## src/rtl/axis_burst_gen.sv

```systemverilog
`default_nettype none
// ============================================================================
// Module   : axis_burst_gen
// Brief    : AXI-Stream burst source with deterministic data pattern, TLAST
//            framing, programmable inter-burst gaps, graceful stop and
//            saturating beat/stall counters for throughput measurement.
// Options  : define AXIS_BURST_GEN_LFSR_EN to advance the pattern as a 32-bit
//            Galois LFSR (taps 0x80200003) instead of a +1 counter.
// Revision : 1.0 - initial release
// ============================================================================
module axis_burst_gen #(
    parameter int DATA_WIDTH = 32,
    parameter int CNT_WIDTH  = 32
) (
    input  logic                  clk,
    input  logic                  rst_n,
    input  logic                  start,
    input  logic                  stop,
    input  logic [15:0]           burst_len,
    input  logic [7:0]            num_bursts,
    input  logic [7:0]            gap_cycles,
    input  logic [31:0]           seed,
    output logic                  m_tvalid,
    input  logic                  m_tready,
    output logic [DATA_WIDTH-1:0] m_tdata,
    output logic                  m_tlast,
    output logic                  busy,
    output logic                  done,
    output logic [CNT_WIDTH-1:0]  beats_sent,
    output logic [CNT_WIDTH-1:0]  stall_cycles
);

    typedef enum logic [1:0] {
        S_IDLE = 2'd0,
        S_SEND = 2'd1,
        S_GAP  = 2'd2
    } state_t;

    localparam logic [CNT_WIDTH-1:0] C_CNT_ONE = {{(CNT_WIDTH-1){1'b0}}, 1'b1};
    localparam logic [CNT_WIDTH-1:0] C_CNT_MAX = {CNT_WIDTH{1'b1}};

`ifdef AXIS_BURST_GEN_LFSR_EN
    localparam logic [31:0] C_LFSR_TAPS = 32'h8020_0003;

    // Galois LFSR step: shift right, fold taps in when the bit shifted out is 1
    function automatic logic [31:0] pat_next(input logic [31:0] p);
        return p[0] ? ((p >> 1) ^ C_LFSR_TAPS) : (p >> 1);
    endfunction

    // The all-zero state is a lockup state for the LFSR, so it is never loaded
    function automatic logic [31:0] pat_load(input logic [31:0] s);
        return (s == 32'd0) ? 32'd1 : s;
    endfunction
`else
    function automatic logic [31:0] pat_next(input logic [31:0] p);
        return p + 32'd1;
    endfunction

    function automatic logic [31:0] pat_load(input logic [31:0] s);
        return s;
    endfunction
`endif

    state_t                 state_q, state_d;
    logic [31:0]            pattern_q, pattern_d;
    logic [15:0]            len_q, len_d;
    logic [15:0]            beat_idx_q, beat_idx_d;
    logic [7:0]             nb_q, nb_d;
    logic [7:0]             bursts_done_q, bursts_done_d;
    logic [7:0]             gap_q, gap_d;
    logic [7:0]             gap_ctr_q, gap_ctr_d;
    logic                   stop_pend_q, stop_pend_d;
    logic                   tvalid_q, tvalid_d;
    logic                   tlast_q, tlast_d;
    logic                   busy_q, busy_d;
    logic                   done_q, done_d;
    logic [CNT_WIDTH-1:0]   beats_q, beats_d;
    logic [CNT_WIDTH-1:0]   stalls_q, stalls_d;

    logic                   w_hs;
    logic                   w_stop_eff;
    logic [7:0]             w_bursts_inc;

    // A stop arriving in the same cycle as the final beat already ends the run
    assign w_hs         = tvalid_q & m_tready;
    assign w_stop_eff   = stop_pend_q | stop;
    assign w_bursts_inc = bursts_done_q + 8'd1;

    // Next-state, datapath and registered-output decode
    always_comb begin
        state_d       = state_q;
        pattern_d     = pattern_q;
        len_d         = len_q;
        beat_idx_d    = beat_idx_q;
        nb_d          = nb_q;
        bursts_done_d = bursts_done_q;
        gap_d         = gap_q;
        gap_ctr_d     = gap_ctr_q;
        stop_pend_d   = stop_pend_q;
        beats_d       = beats_q;
        stalls_d      = stalls_q;
        done_d        = 1'b0;

        case (state_q)
            S_IDLE: begin
                if (start && (burst_len != 16'd0)) begin
                    len_d         = burst_len;
                    nb_d          = num_bursts;
                    gap_d         = gap_cycles;
                    pattern_d     = pat_load(seed);
                    beat_idx_d    = 16'd0;
                    bursts_done_d = 8'd0;
                    stop_pend_d   = 1'b0;
                    beats_d       = '0;
                    stalls_d      = '0;
                    state_d       = S_SEND;
                end
            end

            S_SEND: begin
                if (stop) begin
                    stop_pend_d = 1'b1;
                end
                if (!m_tready && (stalls_q != C_CNT_MAX)) begin
                    stalls_d = stalls_q + C_CNT_ONE;
                end
                if (w_hs) begin
                    if (beats_q != C_CNT_MAX) begin
                        beats_d = beats_q + C_CNT_ONE;
                    end
                    pattern_d = pat_next(pattern_q);
                    if (tlast_q) begin
                        beat_idx_d    = 16'd0;
                        bursts_done_d = w_bursts_inc;
                        if (w_stop_eff || ((nb_q != 8'd0) && (w_bursts_inc == nb_q))) begin
                            state_d = S_IDLE;
                            done_d  = 1'b1;
                        end else if (gap_q == 8'd0) begin
                            state_d = S_SEND;
                        end else begin
                            gap_ctr_d = gap_q;
                            state_d   = S_GAP;
                        end
                    end else begin
                        beat_idx_d = beat_idx_q + 16'd1;
                    end
                end
            end

            S_GAP: begin
                if (w_stop_eff) begin
                    state_d = S_IDLE;
                    done_d  = 1'b1;
                end else if (gap_ctr_q <= 8'd1) begin
                    state_d = S_SEND;
                end else begin
                    gap_ctr_d = gap_ctr_q - 8'd1;
                end
            end

            default: begin
                state_d = S_IDLE;
            end
        endcase

        tvalid_d = (state_d == S_SEND);
        busy_d   = (state_d != S_IDLE);
        tlast_d  = (state_d == S_SEND) && (beat_idx_d == (len_d - 16'd1));
    end

    // State, datapath and output registers; reset abandons any run in flight
    always_ff @(posedge clk or negedge rst_n) begin
        if (!rst_n) begin
            state_q       <= S_IDLE;
            pattern_q     <= 32'd0;
            len_q         <= 16'd0;
            beat_idx_q    <= 16'd0;
            nb_q          <= 8'd0;
            bursts_done_q <= 8'd0;
            gap_q         <= 8'd0;
            gap_ctr_q     <= 8'd0;
            stop_pend_q   <= 1'b0;
            tvalid_q      <= 1'b0;
            tlast_q       <= 1'b0;
            busy_q        <= 1'b0;
            done_q        <= 1'b0;
            beats_q       <= '0;
            stalls_q      <= '0;
        end else begin
            state_q       <= state_d;
            pattern_q     <= pattern_d;
            len_q         <= len_d;
            beat_idx_q    <= beat_idx_d;
            nb_q          <= nb_d;
            bursts_done_q <= bursts_done_d;
            gap_q         <= gap_d;
            gap_ctr_q     <= gap_ctr_d;
            stop_pend_q   <= stop_pend_d;
            tvalid_q      <= tvalid_d;
            tlast_q       <= tlast_d;
            busy_q        <= busy_d;
            done_q        <= done_d;
            beats_q       <= beats_d;
            stalls_q      <= stalls_d;
        end
    end

    // Fit the 32-bit pattern register onto the configured data width
    generate
        if (DATA_WIDTH > 32) begin : g_zext
            assign m_tdata = {{(DATA_WIDTH-32){1'b0}}, pattern_q};
        end else if (DATA_WIDTH == 32) begin : g_same
            assign m_tdata = pattern_q;
        end else begin : g_trunc
            assign m_tdata = pattern_q[DATA_WIDTH-1:0];
        end
    endgenerate

    assign m_tvalid     = tvalid_q;
    assign m_tlast      = tlast_q;
    assign busy         = busy_q;
    assign done         = done_q;
    assign beats_sent   = beats_q;
    assign stall_cycles = stalls_q;

endmodule
`default_nettype wire

```

## config.mk

```make
export PLATFORM = sky130hd
export DESIGN_NAME = axis_burst_gen
export DESIGN_NICKNAME = d
export VERILOG_FILES = /design/src/rtl/axis_burst_gen.sv
export SDC_FILE = /design/constraint.sdc
export NUM_CORES = 1
export LEC_CHECK = 0
export BUFFER_PORTS_ARGS = -buffer_cell sky130_fd_sc_hd__buf_2
export CORE_AREA = 2 2 118 149
export DETAILED_ROUTE_END_ITERATION = 8
export DIE_AREA = 0 0 120 151
export GPL_ROUTABILITY_DRIVEN = 0
export PLACE_DENSITY = 0.8
export REMOVE_ABC_BUFFERS = 1
export SETUP_SLACK_MARGIN = 0.02
export SYNTH_ARGS = -nofsm -noshare
export SYNTH_HDL_FRONTEND = slang
export SYNTH_SLANG_ARGS = --single-unit
```

## constraint.sdc

```tcl
create_clock -name clk -period 4.5 [get_ports clk]
set_clock_uncertainty 0.2 [all_clocks]
set_input_delay 0.45 -clock clk [delete_from_list [all_inputs] [get_ports clk]]
set_output_delay 0.45 -clock clk [all_outputs]
set_load 0.005 [all_outputs]
```

==> impl_metrics.toml <==
[status]
status = "finished clean"

[floorplan]
dieWidth_um = 120
ios = 169
die_area_um2 = 18120
core.rowCount = 53
initial_core_util_pct = 56.34
chipHeight_um = 151
coreArea_um2 = 16640

[synthesis]
postSynthCellCount = 1077
syn_area_um2 = 9378
synthDistinctLibCells = 66
synth_ff_type = "dfrtp_1"
yosys_warnings = 0
synth_edf_count = 0
async_reset_ff_share_pct = 100.0
ys_seq_elements = 167
synth.avg_cell_area_um2 = 8.707
ys_seq_area_share_pct = 44.56

[global_route]
grt_overflow = 0
grt_usage_pct = 26.72
antenna_found_initial = 4
grt_max_degree = 109
grt_pass1_vias = 8173
grt_pass1_wl_um = 39210

[sta]
period_needed_ns = 4.112
fin_crit_sh_pct = 91.39
hold_viol = 0
setup_viol = 0
worst_slew_pin_slew_ns = 1.131
worst_hold_slack_ns = 0.01346
drv_slew = 0
finalWorstSetupSlack_ns = 0.3876
rsz0062_at_grt = "false"
fmax_mhz = 243.2
max_slew_margin_pct = 24.26

[worst_setup_path]
reg2reg_from = "state_q[0]"
crit_family = "simple AND/OR/NAND/NOR gates"
critPathLaunchType = "primary input"
worst-path-max-fanout = 5
critical_path_depth = 13
cp_slowest_cell = "or4b_4"
reg2reg_depth = 13
crit_buf_inv = 1
end_kind = "register"
max_stage_delay_ns = 0.59
worstPathCellList = "buf_2 > or4_4 > or4b_4 > o21ai_4 > mux2i_1 > ha_1 > o211ai_1 > a31o_2 > nor3_1 > xor3_1 > a211o_2 > or4_1 > nor4_1"
critPathRequiredTime_ns = 4.63
r2r_slack_ns = 0.70
worstPathArrival_ns = 4.24
endpoint = "m_tlast"
r2r-end = "m_tlast"
crit_start = "burst_len[8]"
crit_type = "primary input to register"

[drt]
m1WireLength_um = 10010
drtIter0Drc = 721
wirelength_um = 23950
post_drt_wl_per_cell_um = 16.18
viasPerCell = 5.861
vias = 8674
firstDrtPassIters = 5
routed-wl-met3_um = 1584
ant_nets = 0
drc = 0
top_layer_used = "met5"
wl_met2_um = 11740

[clock_network]
cts_num_sinks = 167
root_buffer = "clkbuf_16"
numCtsBuffers = 17
clk_latency_ns = 0.43
postCtsSetupRepairBufs = 0
cts_max_level = 4
cts.path.max_buffers = 2
path_clk_slew_ns = 0.07
cts_tree = "built"

[power]
power_per_cell_area_nw_per_um2 = 534.5
leakagePower_nw = 5.305
irDropWorstVdd_mv = 0.3146

[hold_path]
hp-start = "gap_cycles[2]"
hold_class = "primary input to register"

[layout]
drive_gt1_share_pct = 19.33
layout.nets = 1325
n_fill_cell = 1374
areaGrowthSynthToFinish_pct = 18.77

[placement]
hpwl_um = 16630
numPortBuffers = 168
place_ws_ns = -0.01102

[flow_run]
maxCapViolCount = 0
worst min path at each step:
| stage | slack [ns] | endpoint | cells after the start |
|---|---|---|---|
| after floorplan | -0.05 | beat_idx_q[0] | 0 |
| after global placement | 0.28 | len_q[15] | 2 |
| after detailed placement | 0.29 | len_q[15] | 2 |
| after CTS | 0.0004 | gap_q[2] | 3 |
| after global routing | 0.02 | gap_q[5] | 3 |
| final | 0.01 | gap_q[2] | 3 |
metrics by stage:
step / power [W] / utilization [%] / setup TNS, ns / instance area, um2 / instances
finish: 0.005953 / 66.92 / 0 / 11140 / 1480
floorplan: 0.003677 / - / -45.96 / 9198 / 1034
global placement: 0.004413 / 63.16 / 0 / 10510 / 1443
CTS: 0.005957 / 66.87 / 0 / 11130 / 1477
detailed placement: 0.004464 / 63.16 / -0.01102 / 10510 / 1443
global route: 0.006350 / 66.87 / 0 / 11130 / 1477
sequential cells by signal, summed over array words and instances, names as in the netlist:
signal,flops
state_q,2
stall_cycles,32
busy,1
m_tdata,32
beats_sent,32
m_tvalid,1
nb_q,8
len_q,16
bursts_done_q,8
done,1
beat_idx_q,16
gap_q,8
gap_ctr_q,8
stop_pend_q,1
m_tlast,1
layout make-up:
type	count	area (um2)	share of cell area [%]
Clock inverter	14	158.9	1.427
Tap cell	220	275.3	2.471
Sequential cell	167	4179	37.52
Antenna cell	3	7.507	0.06740
Multi-Input combinational cell	838	4932	44.28
Timing Repair Buffer	191	1037	9.312
Clock buffer	18	439.2	3.943
Inverter	29	108.9	0.9773
what timing repair did:
action / CTS / global route
setup endpoints to repair: 0 / 0
endpoints found under the hold margin: 6 / 0
resized for setup: 0 / 0
hold buffers: 2 / 0
metal layers:
layer	global-route usage (%)	up-vias
li1	-	4205
met1	34.04	4116
met2	44.15	294
met3	5.723	55
met4	11.47	4
met5	0	-
synthesized netlist by cell type, types with 3 or more instances:
cell type	count	area share [%]
a21oi_1	73	3.9
a22o_1	6	0.56
a22oi_1	3	0.24
a31oi_1	9	0.60
and2_1	7	0.47
and3_1	29	1.9
and4_1	12	1.1
buf_1	5	0.20
buf_2	3	0.16
clkbuf_1	33	1.3
dfrtp_1	167	45
ha_1	12	1.6
inv_1	29	1.2
mux2i_1	15	1.6
nand2_1	147	5.9
nand2b_1	10	0.67
nand3_1	57	3.0
nand4_1	26	1.7
nor2_1	109	4.4
nor2b_1	6	0.40
nor3_1	35	1.9
nor4_1	8	0.53
o211ai_1	3	0.24
o21ai_0	71	3.8
o22a_1	8	0.75
o22ai_1	37	2.5
o31ai_1	4	0.32
o41ai_1	5	0.47
or2_2	3	0.20
or3_1	20	1.3
or4_1	8	0.64
xnor2_1	34	3.2
xor2_1	42	3.9
cell usage in the layout, fill, tap and decap left out, types with 4 or more instances in the layout:
cell / count
a21oi_1: 71
a22o_1: 6
a31oi_1: 9
and2_1: 7
and3_1: 29
and4_1: 12
buf_2: 167
buf_4: 20
clkbuf_16: 17
dfrtp_1: 167
ha_1: 11
inv_1: 29
inv_8: 4
mux2i_1: 15
nand2_1: 147
nand2b_1: 10
nand3_1: 57
nand4_1: 26
nor2_1: 109
nor2b_1: 6
nor3_1: 35
nor4_1: 8
o21ai_0: 71
o22a_1: 8
o22ai_1: 37
o31ai_1: 4
o41ai_1: 5
or3_1: 20
or4_1: 8
xnor2_1: 34
xor2_1: 42
worst register-to-register path: stages, from the launching register on:
cell,delay (ns)
dfrtp_1,0.42
inv_1,0.09
ha_1,0.30
and2_1,0.24
o21ai_4,0.09
mux2i_1,0.26
ha_1,0.23
o211ai_1,0.10
a31o_2,0.26
nor3_1,0.22
xor3_1,0.25
a211o_2,0.27
or4_1,0.50
nor4_1,0.28
cells by family (layout without fill, tap and decap cells):
kind of cell	after synthesis	after routing	synth area share (%)
compound gates	238	238	15.25
xor+xnor	79	79	7.779
fa+ha+maj	12	12	1.601
buf+inv	72	252	3.082
flops	167	167	44.56
mux	18	18	2.001
other cells	0	3	0
simple gates	491	491	25.72
power by group:
part,internal [W],switching (W)
logic,0.000912,0.00128
clock network,0.000805,0.000674
registers,0.00187,0.000413
total,0.00358,0.00237
Power figures use the tool's default switching activity.
